===== config.mk =====
export PLATFORM = sky130hd
export DESIGN_NAME = quad_decoder
export DESIGN_NICKNAME = d
export VERILOG_FILES = /design/src/rtl/quad_decoder.sv
export SDC_FILE = /design/constraint.sdc
export NUM_CORES = 1
export LEC_CHECK = 0
export BUFFER_PORTS_ARGS = -buffer_cell sky130_fd_sc_hd__clkbuf_2
export CAP_MARGIN = 25
export CORE_AREA = 5 5 58 60
export CTS_CLUSTER_SIZE = 25
export DETAILED_ROUTE_END_ITERATION = 7
export DIE_AREA = 0 0 63 65
export PLACE_DENSITY_LB_ADDON = 0.25
export SLEW_MARGIN = 10
export SYNTH_ARGS = -nofsm -noshare
export SYNTH_HDL_FRONTEND = slang
export SYNTH_SLANG_ARGS = --single-unit

===== constraint.sdc =====
create_clock -name clk -period 1.4 [get_ports clk]
set_clock_uncertainty 0.15 [all_clocks]
set_input_delay 0.07 -clock clk [delete_from_list [all_inputs] [get_ports clk]]
set_output_delay 0.07 -clock clk [all_outputs]
set_load 0.02 [all_outputs]

===== src/rtl/quad_decoder.sv =====
// Quadrature decoder: synchronizes and debounces raw A/B encoder pins, then tracks
// the Gray-code phase and emits one-cycle cw/ccw step pulses and an err pulse on double-bit jumps.
module quad_decoder #(
  parameter int unsigned SYNC_STAGES = 2,
  parameter int unsigned FILTER_LEN  = 4
) (
  input  logic clk,
  input  logic reset,
  input  logic a,
  input  logic b,
  output logic cw,
  output logic ccw,
  output logic err
);

  localparam int unsigned CW = $clog2(FILTER_LEN + 1);
  localparam int unsigned IW = $clog2(SYNC_STAGES + 1);
  localparam logic [CW-1:0] CNT_MAX   = CW'(FILTER_LEN - 1);
  localparam logic [IW-1:0] INIT_LAST = IW'(SYNC_STAGES);

  typedef enum logic {S_INIT, S_TRACK} state_t;

  state_t                 r_state;
  logic [SYNC_STAGES-1:0] r_sync_a;
  logic [SYNC_STAGES-1:0] r_sync_b;
  logic [1:0]             r_filt;
  logic [CW-1:0]          r_cnt [2];
  logic [IW-1:0]          r_init_cnt;
  logic [1:0]             r_prev;
  logic                   r_cw;
  logic                   r_ccw;
  logic                   r_err;
  logic [1:0]             w_syn;
  logic [1:0]             w_cw_next;

  assign w_syn     = {r_sync_a[SYNC_STAGES-1], r_sync_b[SYNC_STAGES-1]};
  // Phase {a,b} clockwise order is 00 -> 10 -> 11 -> 01 -> 00.
  assign w_cw_next = {~r_prev[0], r_prev[1]};
  assign cw        = r_cw;
  assign ccw       = r_ccw;
  assign err       = r_err;

  always_ff @(posedge clk or posedge reset) begin
    if (reset) begin
      r_sync_a <= '0;
      r_sync_b <= '0;
    end else begin
      r_sync_a <= {r_sync_a[SYNC_STAGES-2:0], a};
      r_sync_b <= {r_sync_b[SYNC_STAGES-2:0], b};
    end
  end

  // A channel's filtered value flips only after FILTER_LEN consecutive differing samples.
  always_ff @(posedge clk or posedge reset) begin
    if (reset) begin
      r_filt <= '0;
      for (int unsigned i = 0; i < 2; i++) r_cnt[i] <= '0;
    end else begin
      for (int unsigned i = 0; i < 2; i++) begin
        if (r_state == S_INIT) begin
          r_filt[i] <= w_syn[i];
          r_cnt[i]  <= '0;
        end else if (w_syn[i] == r_filt[i]) begin
          r_cnt[i] <= '0;
        end else if (r_cnt[i] == CNT_MAX) begin
          r_filt[i] <= w_syn[i];
          r_cnt[i]  <= '0;
        end else begin
          r_cnt[i] <= r_cnt[i] + CW'(1);
        end
      end
    end
  end

  always_ff @(posedge clk or posedge reset) begin
    if (reset) begin
      r_state    <= S_INIT;
      r_init_cnt <= '0;
      r_prev     <= '0;
      r_cw       <= 1'b0;
      r_ccw      <= 1'b0;
      r_err      <= 1'b0;
    end else begin
      r_cw  <= 1'b0;
      r_ccw <= 1'b0;
      r_err <= 1'b0;
      case (r_state)
        S_INIT: begin
          r_init_cnt <= r_init_cnt + IW'(1);
          // Adopt the same synced phase the filters load on this edge so TRACK starts quiet.
          if (r_init_cnt == INIT_LAST) begin
            r_prev  <= w_syn;
            r_state <= S_TRACK;
          end
        end
        S_TRACK: begin
          r_prev <= r_filt;
          if ((r_prev ^ r_filt) == 2'b11) r_err <= 1'b1;
          else if (r_filt == w_cw_next)   r_cw  <= 1'b1;
          else if (r_filt != r_prev)      r_ccw <= 1'b1;
        end
        default: r_state <= S_INIT;
      endcase
    end
  end

endmodule

# --- Yosys cells after proc, flatten, opt, wreduce, memory -nomap -nowiden ---
# Cells that the tools add are included.
totals:
  reg_bits: 20
  memories: 0
  latchBits: 0
  wordCells: 58
  inputBits: 4
  ramBits: 0
  romBits: 0
classes:
  div_mod_pow: 0
  shifts: 0
  n_bitwise: 3
  addsub: 3
  n_mul: 0
  n_eq_ne: 13
  reduce_logical: 2
  n_mux: 25
  n_lt_le_gt_ge: 0
ops:
  columns: ["op", "count"]
  rows:
  - ["3-bit 2-to-1 mux", 6]
  - ["1-bit 2-to-1 mux", 17]
  - ["3-bit by 1-bit adder with 3-bit output (second input constant)", 2]
  - ["3-bit by 2-bit equality test with 1-bit output (second input constant)", 2]
  - ["2-bit by 1-bit != test with 1-bit output (second input constant)", 3]
  - ["2-bit equality test (second input constant)", 2]
  - ["2-bit != test (second input constant)", 2]
  - ["2-bit case mux with 2 select lines", 1]
  - ["2-bit AND reduction", 2]
  - ["2-bit by 1-bit adder with 2-bit output (second input constant)", 1]
  - ["1-bit equality test", 2]
  - ["2-bit equality test", 1]
  - ["2-bit 2-to-1 mux", 1]
  - ["2-bit != test", 1]
  - ["1-bit inverter", 2]
  - ["2-bit XOR", 1]

# --- Depth between registers and ports, before layout ---
# Gate-level depths: netlist (run 1).
logic_depth:
  depth_word: 5
  depth_mapped: 4
  mapped_depth_nobuf: 4

# --- Worst setup path after synthesis (run 1) ---
# OpenSTA, ideal clock, no wires.
synth_path:
  path_kind: "register to register"
  from: "register r_cnt[0] (netlist name)"
  to: "register r_filt[1]"
  arrival_ns: 1.158
  synth_period_minus_slack_ns: 1.432
  required_time_ns: 1.125
  setup_slack_ns: -0.032
  setup_time_ns: 0.125
  path_buffers: 0
  path_stages_with_launch: 5
  cell_sequence: "dfrtp_1 > ha_1 > nor2b_1 > nor2b_1 > mux2_2"
synth_between:
  elab_chain_cells: 3
synth_rtl:
  columns: ["item", "line", "text"]
  rows:
  - ["from (decl)", "27", "logic [CW-1:0] r_cnt [2];"]
  - ["from (signal, indexed assignment)", "69", "r_cnt[i] <= r_cnt[i] + CW'(1);"]
  - ["3-bit by 2-bit equality test with 1-bit output", "65", "end else if (r_cnt[i] == CNT_MAX) begin"]
  - ["2-bit by 1-bit != test with 1-bit output (no source line)", null, null]
  - ["2-bit AND reduction (no source line)", null, null]
  - ["to (signal, indexed assignment)", "61", "r_filt[i] <= w_syn[i];"]
  - ["to (signal, indexed assignment)", "66", "r_filt[i] <= w_syn[i];"]
  - ["to (decl)", "26", "logic [1:0] r_filt;"]
# No other way between the ends.
# A chain may end at the register's enable or synchronous reset.

# --- Worst setup path after layout (run 1) ---
# Same ends and word-level chain as after synthesis.

==> impl_metrics.toml, run 1 <==
[clocking]
clkTransAtPathRegs_ns = 0.11
cts.sinks = 20
htree_levels = 1
clk_latency_ns = 0.30
clockRootBuffer = "clkbuf_4"
numCtsBuffers = 3
cts_tree = "built"
clock_path_buffers = 2

[critical_path]
crit_type = "register to register"
path_delay_family = "flip-flops"
critPathSlowestCell = "dfrtp_1"
path_max_fanout = 2
endpoint_kind = "register"
slowest_delay_ns = 0.40
worstPathArrival_ns = 1.41
crit_chain = "ha_2 > nor2b_4 > nor2b_2 > mux2_4"
cp_num_buf_inv = 0
required_ns = 1.44
startpoint_type = "register"

[logic_synthesis]
synth_common_cells = "20 x dfrtp_1, 7 x nand2_1, 5 x xor2_1"
ys_seq_elements = 20
yosys.area.top_type_share_pct = 62.7
synthAdderAreaFrac_pct = 4.70
yosysWarnings = 0
seq_area_frac_synth_pct = 62.7
synth_cells = 60
ys_types = 18
syn_area_sq_um = 798
synthesis.area_per_instance_sq_um = 13.3
synth_edf_count = 0
synth-simple-area-share_pct = 16.1
synth-xor-area-share_pct = 7.68
synth_top_family_by_area = "simple AND/OR/NAND/NOR gates"
synthesis.nets = 67
ys_async_sr_fraction_pct = 100
synth_top_cell_by_area = "dfrtp_1"
synth.most_common_cell = "dfrtp_1"
synth-compound-area-share_pct = 1.88
ys.flop_type = "dfrtp_1"
synthMuxAreaShare_pct = 5.33
synthTopCellsByArea = "dfrtp_1 63%, xor2_1 5.5%, ha_1 4.7%"

[floorplan]
num_rows = 20
coreArea_sq_mm = 0.00288
start_util_pct = 27.7
pin_count = 7
die_x_microns = 63
die_height_microns = 65
fp.dieArea_sq_mm = 0.00410

[grt]
grt_overflow = 0
grt_max_degree = 21
grt_antenna_before_repair = 0
grt_pass1_wl_microns = 2090
grt_pass1_vias = 460
track_usage_pct = 6.82

[flow_run]
cap_violations = 0

[place]
gp_congestion = 0.695
dpl-instance-area_sq_um = 912
numPortBuffers = 6
dp_hpwl_microns = 787

[pwr]
powerDensity_mw_per_mm2 = 1740
power.total_w = 0.00172
irDropWorstVdd_v = 0.000691
p_leak_nw = 0.488

[detailed_routing]
drc_errors = 0
drtAntennaViolNets = 0
drt-initial-drc-count = 6
vias = 453
wl_microns = 1120
first_pass_iters = 3
wl_per_cell_microns = 10.1
viasPerCell = 4.08

[sta]
rsz0062_at_grt = "yes"
slew_violations = 0
timing.max_slew.rel_slack_pct = 83.3
tns_ns = 0
fin_crit_sh_pct = 98.0
hold_viol_final = 0
setup_violations = 0
fin_crit_ns = 1.37
max_freq_mhz = 729
worstMarginPinSlew_ns = 0.251
hold_slack_ns = 0.158

[cells_and_area]
drive_gt1_share_pct = 33.3
nets = 86
areaGrowthSynthToFinish_pct = 24.3
nFillCells = 291
diodes = 0
final_core_util_pct = 34.5
fin_area_sq_um = 992

[worst_hold_path]
hp-class = "input pin to asynchronous set/reset pin"

[outcome]
outcome = "completed"
==> final cells by class <==
cell class	instances	area (sq um)	share of cell area [%]
Clock buffer	4	36.3	3.66
Inverter	2	7.51	0.757
Multi-Input combinational cell	37	302	30.4
Sequential cell	20	500	50.4
Tap cell	33	41.3	4.16
Timing Repair Buffer	15	105	10.6
==> power breakdown <==
group / internal (W) / switching, W
Clock: 0.000158 / 0.000174
Sequential: 0.000727 / 0.000119
Combinational: 0.000296 / 0.000247
==> worst register-to-register path: cells and delay by family (launching register included) <==
family                     cells  cell delay, ns
DFF                            1            0.40
muxes                          1            0.30
adders and majority gates      1            0.18
and+or+nand+nor                2            0.24
==> cell families after synthesis <==
| logic type | count (synthesis) |
|---|---|
| buffers and inverters | 3 |
| AOI/OAI and AO/OA | 3 |
| DFF | 20 |
| muxes | 4 |
| adders and majority gates | 3 |
| xor gates and xnor gates | 7 |
| and+or+nand+nor | 20 |
==> state kept, by name, summed over array words and instances, names as in the netlist, 2 cells and up <==
name and flops:
r_sync_b 2, r_init_cnt 2, r_cnt 6, r_prev 2, r_sync_a 2, r_filt 2
==> worst paths after layout <==
kind | start | end | slack (ns) | cells past startpoint
max | r_cnt[0] | r_filt[1] | 0.03 | 4
min reg2reg | r_sync_b[0] | r_sync_b[1] | 0.21 | 0
min in group clk | r_sync_b[0] | r_sync_b[1] | 0.21 | 0
max in group asynchronous | reset | r_cnt[2] | 0.74 | 4
max reg2reg | r_cnt[0] | r_filt[1] | 0.03 | 4
min | reset | r_sync_b[0] | 0.16 | 4
==> routing by layer <==
metal	vias to the layer above	global-route usage, %	share of wire [%]
met5	-	0	0
met4	0	5.57	1.5
met3	2	2.43	4.6
met2	7	9.49	42
met1	209	8.34	52
li1	235	-	-
==> cell usage in the layout (no fill, tap or decap) <==
| master | n |
|---|---|
| dfrtp_1 | 20 |
| nand2_1 | 7 |
| clkbuf_2 | 6 |
| buf_4 | 6 |
| xor2_1 | 5 |
| o21ai_0 | 3 |
| nor3b_2 | 3 |
| and3_1 | 3 |
| clkbuf_4 | 3 |
| dlygate4sd3_1 | 3 |
| mux2i_1 | 2 |
| inv_1 | 2 |
| xnor2_1 | 2 |
| ha_1 | 2 |
| or2_2 | 1 |
| nor2b_4 | 1 |
| nor3_2 | 1 |
| nand2b_1 | 1 |
| nor2_1 | 1 |
| nor3b_1 | 1 |
| nor2b_2 | 1 |
| mux2_4 | 1 |
| mux2_2 | 1 |
| ha_2 | 1 |
| clkbuf_8 | 1 |
==> repair_timing <==
item                                    4_1_cts  5_1_grt
endpoints found under the setup margin        1        1
hold buffers                                  3        0
buffers inserted                              0        0
endpoints found under the hold margin        22        0
pin swaps                                     1        1
resized for setup                             4        0
==> metrics by stage <==
stage | setup slack [ns] | std cells
floorplan | 0.00626 | 60
global placement | 0.0205 | 104
global route | -0.0350 | 111
finish | 0.0282 | 111
CTS | 0.00825 | 111
detailed placement | -0.00168 | 104
Power figures use the tool's default switching activity.
==> run 2: changes to the inputs <==
--- a/config.mk
+++ b/config.mk
@@ -12,6 +12,7 @@
 export DETAILED_ROUTE_END_ITERATION = 7
 export DIE_AREA = 0 0 63 65
 export PLACE_DENSITY_LB_ADDON = 0.25
+export SETUP_SLACK_MARGIN = 0.05
 export SLEW_MARGIN = 10
 export SYNTH_ARGS = -nofsm -noshare
 export SYNTH_HDL_FRONTEND = slang
==> run 2 against run 1 <==
Compared with the run above:
- first-iteration DRC count shrank 17%
- utilization up 0.61 points
- clock power is essentially flat
- critical path depth unchanged
- largest cell class unchanged
- largest power group unchanged
- die area did not move
- non-clock buffer count up 2
- worst hold slack got worse by 0.0011 ns
- routed wire length increased by 7.0%
==> impl_metrics.toml, run 2 (synthesis results as in run 1) <==
[sta]
rsz0062_at_grt = "yes"
fin_crit_sh_pct = 98.1
max_freq_mhz = 728
hold_viol_final = 0
setup_violations = 0
worstMarginPinSlew_ns = 0.275
fin_crit_ns = 1.37
tns_ns = 0
timing.max_slew.rel_slack_pct = 81.6
slew_violations = 0
hold_slack_ns = 0.157

[cells_and_area]
final_cell_mix = "20 x dfrtp_1, 8 x buf_4, 7 x nand2_1, 6 x clkbuf_2, 5 x xor2_1"
largest_reg_flops = 6
nets = 88
areaGrowthSynthToFinish_pct = 26.5
diodes = 0
final_common_cell = "dfrtp_1"
fin_area_sq_mm = 0.00101
fin_cells = 113
drive_gt1_share_pct = 36.3
top_register = "r_cnt"

[floorplan]
coreArea_sq_mm = 0.00288
die_x_microns = 63
start_util_pct = 27.7
die_height_microns = 65
pin_count = 7
fp.dieArea_sq_mm = 0.00410
num_rows = 20

[detailed_routing]
first_pass_iters = 4
viasPerCell = 4.32
drt-initial-drc-count = 5
vias = 488
wl_per_cell_microns = 10.6
drtAntennaViolNets = 0
wl_microns = 1200
drc_errors = 0

[clocking]
numCtsBuffers = 3
clk_latency_ns = 0.30
cts_tree = "built"
clockRootBuffer = "clkbuf_4"
clock_path_buffers = 2
cts.sinks = 20
clkTransAtPathRegs_ns = 0.11
htree_levels = 1

[grt]
track_usage_pct = 7.00
grt_antenna_before_repair = 0
grt_pass1_wl_microns = 2190
grt_max_degree = 21
grt_pass1_vias = 500
grt_overflow = 0

[place]
dpl-instance-area_sq_um = 897
gp_congestion = 0.689
dp.cells = 101
numPortBuffers = 6

[worst_hold_path]
hp-class = "input pin to asynchronous set/reset pin"

[outcome]
outcome = "completed"

[critical_path]
path_max_fanout = 2
crit_type = "register to register"
endpoint_kind = "register"
required_ns = 1.44
startpoint_type = "register"
worstPathArrival_ns = 1.42

[pwr]
powerDensity_mw_per_mm2 = 1760
p_leak_nw = 0.497
power.total_w = 0.00178
irDropWorstVdd_v = 0.000701

[flow_run]
cap_violations = 0
run 2: final cells by class:
| class | count | area [sq um] |
|---|---|---|
| fill | 278 | 1870 |
| sequential | 20 | 500 |
| multi-input combinational | 37 | 304 |
| timing repair buffer | 17 | 120 |
| tap | 33 | 41.3 |
| clock buffer | 4 | 36.3 |
| inverter | 2 | 7.51 |
run 2: power breakdown:
group          internal, W  switching (W)  leakage [nW]
registers         0.000728       0.000121         0.238
logic             0.000334       0.000263         0.239
clock network     0.000158       0.000174        0.0210
total              0.00122       0.000558         0.497
run 2: worst max-delay path, stage by stage, from the launching register on:
cell and delay, ns:
dfrtp_1 0.40, ha_2 0.17, nor2b_4 0.13, nor2b_2 0.12, mux2_4 0.30
run 2: timing repair:
action,in CTS,in global routing
hold endpoints to repair,22,0
gates resized for setup,2,1
endpoints found under the setup margin,2,2
pin swaps,1,2
hold buffers,3,0
setup buffers,3,2
run 2: metrics by stage:
stage	setup slack (ns)	util, %
after floorplan	0.0251	-
after global placement	0.0179	31.2
after detailed placement	0.00227	31.2
after CTS	0.0124	34.5
after global routing	-0.0170	35.1
final	0.0265	35.1
run 2: worst paths after layout:
check	startpoint	to	slack, ns	cells after the start
min	reset	r_sync_a[1]	0.16	4
min reg2reg	r_sync_a[0]	r_sync_a[1]	0.21	0
max reg2reg	r_cnt[0]	r_filt[1]	0.03	4
max	r_cnt[0]	r_filt[1]	0.03	4
min in group clk	r_sync_a[0]	r_sync_a[1]	0.21	0
max in group asynchronous	reset	r_sync_b[0]	0.73	4
run 2: routing by layer:
metal | vias to the layer above | share of wire (%) | global-route usage (%)
met3 | 2 | 4.8 | 2.25
met4 | 0 | 1.0 | 4.77
met1 | 242 | 47 | 8.14
met2 | 7 | 47 | 10.9
met5 | - | 0 | 0
li1 | 237 | - | -
==> run 3: changes to the inputs <==
--- a/config.mk
+++ b/config.mk
@@ -11,7 +11,6 @@
 export CTS_CLUSTER_SIZE = 25
 export DETAILED_ROUTE_END_ITERATION = 7
 export DIE_AREA = 0 0 63 65
-export PLACE_DENSITY_LB_ADDON = 0.25
 export SETUP_SLACK_MARGIN = 0.05
 export SLEW_MARGIN = 10
 export SYNTH_ARGS = -nofsm -noshare
==> run 3 against run 2 <==
Compared with the run above:
- clock-buffer cell count unchanged
- first-iteration DRC count rose to 3.2 times the previous value
- utilization grew 0.26 points
- routed wire length is 2.8% lower
- critical path depth unchanged
- sequential share of layout area shrank 0.37 points
- largest cell class unchanged
==> impl_metrics.toml, run 3 (synthesis results as in run 1) <==
[cells_and_area]
final_core_util_pct = 35.3
fin_area_sq_mm = 0.00102
drive_gt1_share_pct = 37.5
largest_reg_flops = 6
layout.area.seq_sq_um = 500
diodes = 0
top_register = "r_cnt"
final_cell_mix = "20 x dfrtp_1, 8 x buf_4, 7 x nand2_1, 6 x clkbuf_2, 5 x xor2_1"
nFillCells = 276
nets = 88
final_common_cell = "dfrtp_1"
areaGrowthSynthToFinish_pct = 27.4
multi_input_area_sq_um = 312

[floorplan]
start_util_pct = 27.7
num_rows = 20
die_height_microns = 65
fp.dieArea_sq_mm = 0.00410
pin_count = 7
coreArea_sq_mm = 0.00288
die_x_microns = 63

[place]
dpl-instance-area_sq_um = 897
numPortBuffers = 6
dp_slack_ns = 0.00206
gp_congestion = 0.690

[flow_run]
cap_violations = 0

[detailed_routing]
wl_microns = 1170
drc_errors = 0
drt-initial-drc-count = 16
viasPerCell = 4.33
vias = 489
drtAntennaViolNets = 0
first_pass_iters = 4
wl_per_cell_microns = 10.3

[worst_hold_path]
hp-class = "input pin to asynchronous set/reset pin"

[outcome]
outcome = "completed"

[pwr]
irDropWorstVdd_v = 0.000921
p_leak_nw = 0.498
power.total_w = 0.00178
powerDensity_mw_per_mm2 = 1750

[sta]
hold_viol_final = 0
worstMarginPinSlew_ns = 0.250
slew_violations = 0
timing.max_slew.rel_slack_pct = 83.3
finalWorstSetupSlack_ns = 0.00968
fin_crit_sh_pct = 99.3
max_freq_mhz = 719
rsz0062_at_grt = "yes"
fin_crit_ns = 1.39
hold_slack_ns = 0.164
setup_violations = 0

[clocking]
clock_path_buffers = 2
numCtsBuffers = 3
clockRootBuffer = "clkbuf_4"
htree_levels = 1
clkTransAtPathRegs_ns = 0.11
cts_tree = "built"
cts.sinks = 20
clk_latency_ns = 0.29

[critical_path]
startpoint_type = "register"
crit_path_start = "r_cnt[1]"
r2r_setup_slack_ns = 0.01
required_ns = 1.43
cp-endpoint = "r_filt[1]"
r2r-start = "r_cnt[1]"
endpoint_kind = "register"
r2r_cells = 4
path_max_fanout = 2
crit_type = "register to register"
worstPathArrival_ns = 1.42
r2r-end = "r_filt[1]"

[grt]
grt_overflow = 0
grt_max_degree = 21
grt_pass1_vias = 528
grt_pass1_wl_microns = 2180
track_usage_pct = 6.71
grt_antenna_before_repair = 0
run 3: power by group:
part           switching [W]  internal [W]  leakage (nW)  total, W
sequential          0.000117      0.000728         0.238  0.000844
combinational       0.000272      0.000344         0.240  0.000616
clock               0.000160      0.000158        0.0210  0.000318
run 3: how the worst min path moves through the flow:
stage	from	end	cells after the start
floorplan	reset	ccw	1
global placement	reset	r_cnt[5]	3
detailed placement	reset	r_cnt[5]	3
CTS	reset	r_cnt[1]	4
global route	reset	r_cnt[1]	4
finish	reset	r_cnt[1]	4
run 3: layer usage:
metal,part of all wire (%),up-vias,GRT usage (%)
met2,50,7,12.1
met3,3.3,2,1.56
met5,0,-,0
met1,44,242,7.05
met4,2.0,0,3.98
li1,-,238,-
run 3: per-stage QoR:
| stage | TNS [ns] | std cells |
|---|---|---|
| after floorplan | 0 | 60 |
| after CTS | 0 | 112 |
| after detailed placement | 0 | 101 |
| after global routing | -0.0367 | 113 |
| after global placement | 0 | 101 |
| final | 0 | 113 |
run 3: area by class of cell:
class	count	share of cell area [%]
Clock buffer	4	3.57
Inverter	2	0.738
Multi-Input combinational cell	37	30.6
Sequential cell	20	49.2
Tap cell	33	4.06
Timing Repair Buffer	17	11.8
run 3: repair_timing:
action,CTS,global route
resized for setup,2,2
pin swaps,1,2
hold endpoints to repair,22,0
setup endpoints to repair,2,2
hold buffers,3,0
buffers inserted,4,1
run 3: worst max-delay path: stages (launching register included):
cell     delay, ns
dfrtp_1       0.39
ha_2          0.18
nor2b_4       0.13
nor2b_2       0.13
mux2_4        0.30
